**src/rtl/rca_operand_sequencer.sv**
```systemverilog
// -----------------------------------------------------------------------------
// rca_operand_sequencer
//
// Feeder and result-capture stage wrapped around an external, purely
// combinational WIDTH-bit ripple-carry adder.
//
//   * Deserialises operand A, then operand B, from a bit-serial valid/ready
//     stream (each operand LSB first).
//   * Holds both operands on a_out/b_out with op_valid high for SETTLE_CYCLES
//     cycles so the adder chain can settle.
//   * Captures {cout_in, sum_in} into a one-entry result slot that is offered
//     on a valid/ready result port.
//   * The next operand pair may be loaded while a result is still held. Only
//     the exit from SETTLE waits for the result slot to free.
//
// Parameters
//   WIDTH          operand width, must equal the adder width (4)
//   SETTLE_CYCLES  cycles op_valid is high before the adder is sampled (1..15)
//
// Ports
//   clk         clock; all state updates on the rising edge
//   rst         synchronous reset, active-high, highest priority
//   ser_valid   serial bit valid
//   ser_ready   a serial bit is accepted this cycle (LOAD_A or LOAD_B)
//   ser_bit     serial operand bit: A bits first, then B bits, LSB first
//   a_out       operand A to the adder (bit i drives Ai)
//   b_out       operand B to the adder (bit i drives Bi)
//   op_valid    a_out/b_out complete and stable
//   sum_in      adder sum S[WIDTH-1:0]
//   cout_in     adder carry-out
//   res_valid   res_data holds an unconsumed result
//   res_ready   downstream accepts the result
//   res_data    {Cout, S[WIDTH-1:0]}
//   busy        high unless idle in LOAD_A with no bits received
//   res_parity  (only with RCA_PARITY_EN defined) XOR of all res_data bits,
//               registered at capture together with res_data
//
// Optional feature macro: RCA_PARITY_EN
// -----------------------------------------------------------------------------
module rca_operand_sequencer #(
    parameter int WIDTH         = 4,
    parameter int SETTLE_CYCLES = 1
) (
    input  logic             clk,
    input  logic             rst,
    input  logic             ser_valid,
    output logic             ser_ready,
    input  logic             ser_bit,
    output logic [WIDTH-1:0] a_out,
    output logic [WIDTH-1:0] b_out,
    output logic             op_valid,
    input  logic [WIDTH-1:0] sum_in,
    input  logic             cout_in,
    output logic             res_valid,
    input  logic             res_ready,
    output logic [WIDTH:0]   res_data,
    output logic             busy
`ifdef RCA_PARITY_EN
    ,
    output logic             res_parity
`endif
);

    localparam int CNT_W = $clog2(WIDTH + 1);
    localparam logic [CNT_W-1:0] BIT_LAST    = CNT_W'(WIDTH - 1);
    localparam logic [3:0]       SETTLE_LAST = 4'(SETTLE_CYCLES - 1);

    typedef enum logic [1:0] {
        LOAD_A = 2'd0,
        LOAD_B = 2'd1,
        SETTLE = 2'd2
    } state_t;

    state_t           state, state_next;
    logic [CNT_W-1:0] bit_cnt, bit_cnt_next;
    logic [3:0]       settle_cnt, settle_cnt_next;
    logic [WIDTH-1:0] a_next, b_next;
    logic             op_valid_next;
    logic             res_valid_next;
    logic [WIDTH:0]   res_data_next;
    logic             xfer;
    logic             capture;

    // Ready is a pure decode of the registered state, so it never depends
    // combinationally on ser_valid.
    assign ser_ready = (state == LOAD_A) || (state == LOAD_B);
    assign xfer      = ser_valid && ser_ready;
    assign busy      = (state != LOAD_A) || (bit_cnt != '0);

    // ------------------------------------------------------------------
    // State and datapath registers
    // ------------------------------------------------------------------
    always_ff @(posedge clk) begin
        if (rst) begin
            state      <= LOAD_A;
            bit_cnt    <= '0;
            settle_cnt <= '0;
            a_out      <= '0;
            b_out      <= '0;
            op_valid   <= 1'b0;
            res_valid  <= 1'b0;
            res_data   <= '0;
        end else begin
            state      <= state_next;
            bit_cnt    <= bit_cnt_next;
            settle_cnt <= settle_cnt_next;
            a_out      <= a_next;
            b_out      <= b_next;
            op_valid   <= op_valid_next;
            res_valid  <= res_valid_next;
            res_data   <= res_data_next;
        end
    end

    // ------------------------------------------------------------------
    // Next-state and datapath decode
    // ------------------------------------------------------------------
    always_comb begin
        state_next      = state;
        bit_cnt_next    = bit_cnt;
        settle_cnt_next = settle_cnt;
        a_next          = a_out;
        b_next          = b_out;
        op_valid_next   = op_valid;
        res_valid_next  = res_valid;
        res_data_next   = res_data;
        capture         = 1'b0;

        // Drain first; a capture below in the same cycle overrides it so the
        // slot stays full with the new result.
        if (res_valid && res_ready) begin
            res_valid_next = 1'b0;
        end

        case (state)
            LOAD_A: begin
                if (xfer) begin
                    a_next = {ser_bit, a_out[WIDTH-1:1]};
                    if (bit_cnt == BIT_LAST) begin
                        bit_cnt_next = '0;
                        state_next   = LOAD_B;
                    end else begin
                        bit_cnt_next = bit_cnt + 1'b1;
                    end
                end
            end

            LOAD_B: begin
                if (xfer) begin
                    b_next = {ser_bit, b_out[WIDTH-1:1]};
                    if (bit_cnt == BIT_LAST) begin
                        bit_cnt_next    = '0;
                        settle_cnt_next = '0;
                        op_valid_next   = 1'b1;
                        state_next      = SETTLE;
                    end else begin
                        bit_cnt_next = bit_cnt + 1'b1;
                    end
                end
            end

            SETTLE: begin
                if (settle_cnt != SETTLE_LAST) begin
                    settle_cnt_next = settle_cnt + 4'd1;
                end else if (!res_valid || res_ready) begin
                    capture        = 1'b1;
                    res_data_next  = {cout_in, sum_in};
                    res_valid_next = 1'b1;
                    op_valid_next  = 1'b0;
                    state_next     = LOAD_A;
                end
                // otherwise stall here with op_valid held high
            end

            default: begin
                state_next = LOAD_A;
            end
        endcase
    end

`ifdef RCA_PARITY_EN
    // ------------------------------------------------------------------
    // Result parity, registered alongside res_data
    // ------------------------------------------------------------------
    logic res_parity_next;

    always_comb begin
        res_parity_next = res_parity;
        if (capture) begin
            res_parity_next = ^{cout_in, sum_in};
        end
    end

    always_ff @(posedge clk) begin
        if (rst) begin
            res_parity <= 1'b0;
        end else begin
            res_parity <= res_parity_next;
        end
    end
`endif

endmodule

```
**config.mk**
```make
export PLATFORM = sky130hd
export DESIGN_NAME = rca_operand_sequencer
export DESIGN_NICKNAME = d
export VERILOG_FILES = /design/src/rtl/rca_operand_sequencer.sv
export SDC_FILE = /design/constraint.sdc
export NUM_CORES = 1
export LEC_CHECK = 0
export ABC_AREA = 1
export BUFFER_PORTS_ARGS = -buffer_cell sky130_fd_sc_hd__buf_2
export CAP_MARGIN = 20
export CORE_UTILIZATION = 50
export CTS_CLUSTER_DIAMETER = 150
export CTS_CLUSTER_SIZE = 30
export DETAILED_ROUTE_END_ITERATION = 10
export PLACE_DENSITY = 0.85
export SKIP_CTS_REPAIR_TIMING = 1
export SLEW_MARGIN = 5
export SYNTH_ARGS = -nofsm -noshare
export SYNTH_HDL_FRONTEND = slang
export SYNTH_SLANG_ARGS = --single-unit
```
**constraint.sdc**
```tcl
create_clock -name clk -period 1.5 [get_ports clk]
set_input_delay 0.225 -clock clk [delete_from_list [all_inputs] [get_ports clk]]
set_output_delay 0.225 -clock clk [all_outputs]
set_load 0.005 [all_outputs]
```
==> flow_summary.json <==
{
  "ys_seq_area_frac": 0.457,
  "die_y_um": 47.9,
  "vias": 990,
  "cap_violations": 0,
  "area_growth_pct": 19.6,
  "final_cell_mix": "26 x buf_2, 23 x nor2_1, 23 x dfxtp_1",
  "ir_drop_v": 0.000667,
  "crit_chain": "inv_1, ha_1, nand3_1, buf_2",
  "overflow": 0,
  "synth.area.top_cells": "dfxtp_1 46%, nor2_1 8.2%, nand2_1 7.8%, a21oi_1 6.2%, o21ai_0 5.7%",
  "syn_area_um2": 1050,
  "clk_pin_slew_ns": 0.13,
  "track_usage": 0.197,
  "crit_family": "flip-flops",
  "hold_path.class": "in2reg",
  "netlist_instances": 138,
  "drc_errors": 0,
  "grt_pass1_vias": 773,
  "grt_pass1_wl_um": 3120,
  "timing.fmax_mhz": 727,
  "io_buffers": 26,
  "max_slew_margin": 0.810,
  "dpl.cell_count": 189,
  "p_leak_nw": 0.576,
  "pin_count": 27,
  "synth_top_area_frac": 0.457,
  "clkSinkCount": 24,
  "slowest_stage": "dfxtp_1",
  "path_buf_inv": 2,
  "max_stage_delay_ns": 0.41,
  "finalCritPeriodShare": 0.917,
  "layout_commonest_cell": "buf_2",
  "skew_ns": 0.00489,
  "layout_min_cycle_time_ns": 1.38,
  "clockRootBuffer": "clkbuf_4",
  "ys_types": 20,
  "syn_nets": 152,
  "grt_max_degree": 15,
  "finalWeightedCongestion": 0.927,
  "drt-met1-wl_um": 940,
  "cts_tree": "done",
  "finalWirelength_um": 2180,
  "cts_buffers": 3,
  "syn_area_per_cell_um2": 7.63,
  "yosysTopAreaCell": "dfxtp_1",
  "ctsHtreeMaxLevel": 1,
  "layout.cells.non_filler": 193,
  "post-dp-hpwl_um": 1620,
  "status": "complete, no violations",
  "drt_pre_antenna_iters": 4,
  "final_nets": 181,
  "hold_violations": 0,
  "start_kind": "flip-flop",
  "num_rows": 16,
  "end_kind": "output pin",
  "initial_core_util": 0.536,
  "insertion_delay_ns": 0.32,
  "worstMarginPinSlew_ns": 0.284,
  "p_per_area_nw_per_um2": 964,
  "drive_above_1_share": 0.241,
  "fp.dieW_um": 47.9,
  "dr_wl_met3_um": 76,
  "cts.path.max_buffers": 2,
  "antenna_left": 0,
  "antenna_found_initial": 0,
  "core_area_um2": 1960,
  "drtIter0Drc": 18,
  "fin_setup_tns_ns": 0,
  "finalMaxSlewViolations": 0,
  "top_layer_used": "met4",
  "dpl_cell_area_um2": 1200,
  "ys_warn_count": 0,
  "crit_path_max_fanout": 4,
  "viasPerCell": 5.13,
  "wire_per_inst_um": 11.3,
  "setup_viol": 0,
  "crit_type": "reg2out",
  "worstPathArrival_ns": 1.15,
  "wl_met2_um": 1120,
  "design_area_um2": 1260,
  "synth.ff_latch_count": 24,
  "n_antenna_cell": 0,
  "cp_data_required_time_ns": 1.27,
  "rsz0062_at_grt": "false",
  "die_area_um2": 2290
}
through the flow:
step	power [mW]	utilization	hold slack (ns)	worst slack (ns)
2_1_floorplan	0.724	-	0.303	0.341
3_3_place_gp	0.755	0.614	0.438	0.278
3_5_place_dp	0.762	0.614	0.451	0.169
4_1_cts	1.22	0.641	0.151	0.0215
5_1_grt	1.26	0.642	0.147	0.0117
6_report	1.21	0.642	0.151	0.125
worst reg2reg max path, stage by stage, from the launching register on:
cell and delay (ns):
dfxtp_1 0.35, inv_1 0.10, ha_1 0.15, nand2_1 0.07
nor2_1 0.15, nand3_2 0.15, o21ai_0 0.21, nor2_1 0.07
layout make-up:
| cell class | instances | area (µm²) |
|---|---|---|
| Timing Repair Buffer | 27 | 138 |
| Inverter | 18 | 67.6 |
| Sequential cell | 24 | 482 |
| Clock inverter | 1 | 30.0 |
| Fill cell | 196 | 703 |
| Tap cell | 27 | 33.8 |
| Multi-Input combinational cell | 93 | 485 |
| Clock buffer | 3 | 22.5 |
worst paths after layout:
path         depth (start not counted)     startpoint  slack, ns     endpoint
min reg2reg                          2     bit_cnt[2]       0.46   bit_cnt[2]
min                                  3        cout_in       0.15  res_data[4]
max reg2reg                          7  settle_cnt[0]       0.17  res_data[1]
max                                  4     bit_cnt[0]       0.12         busy
registers in the layout, summed over array words and instances, names as in the netlist:
register    cells
res_valid       1
settle_cnt      4
res_data        5
a_out           4
op_valid        1
b_out           4
state           2
bit_cnt         3
synthesized netlist by cell type:
master    number
a211oi_1       1
a21oi_1       13
a31oi_1        1
buf_6          1
clkbuf_1       2
dfxtp_1       24
ha_1           4
inv_1         15
inv_2          3
nand2_1       22
nand2_2        1
nand3_1       10
nand3_2        1
nand3_4        1
nor2_1        23
nor2_8         1
o211ai_1       1
o21ai_0       12
o21ai_1        1
o21bai_2       1
logic make-up after synthesis:
kind of cell | synth area share
AOI/OAI and AO/OA | 0.155
buffers and inverters | 0.0820
adders and majority gates | 0.0476
DFF | 0.457
and+or+nand+nor | 0.259
layer usage:
layer / global-route usage / vias up
met4: 0.0833 / 0
met1: 0.221 / 467
met3: 0.0340 / 4
li1: - / 498
met2: 0.362 / 21
met5: 0 / -
report_power, final:
| part | internal [mW] | switching (mW) | leakage (nW) |
|---|---|---|---|
| clock network | 0.270 | 0.195 | 0.0279 |
| logic | 0.0348 | 0.0505 | 0.353 |
| registers | 0.652 | 0.0112 | 0.195 |
| total | 0.957 | 0.256 | 0.576 |
(Power assumes the default switching activity.)
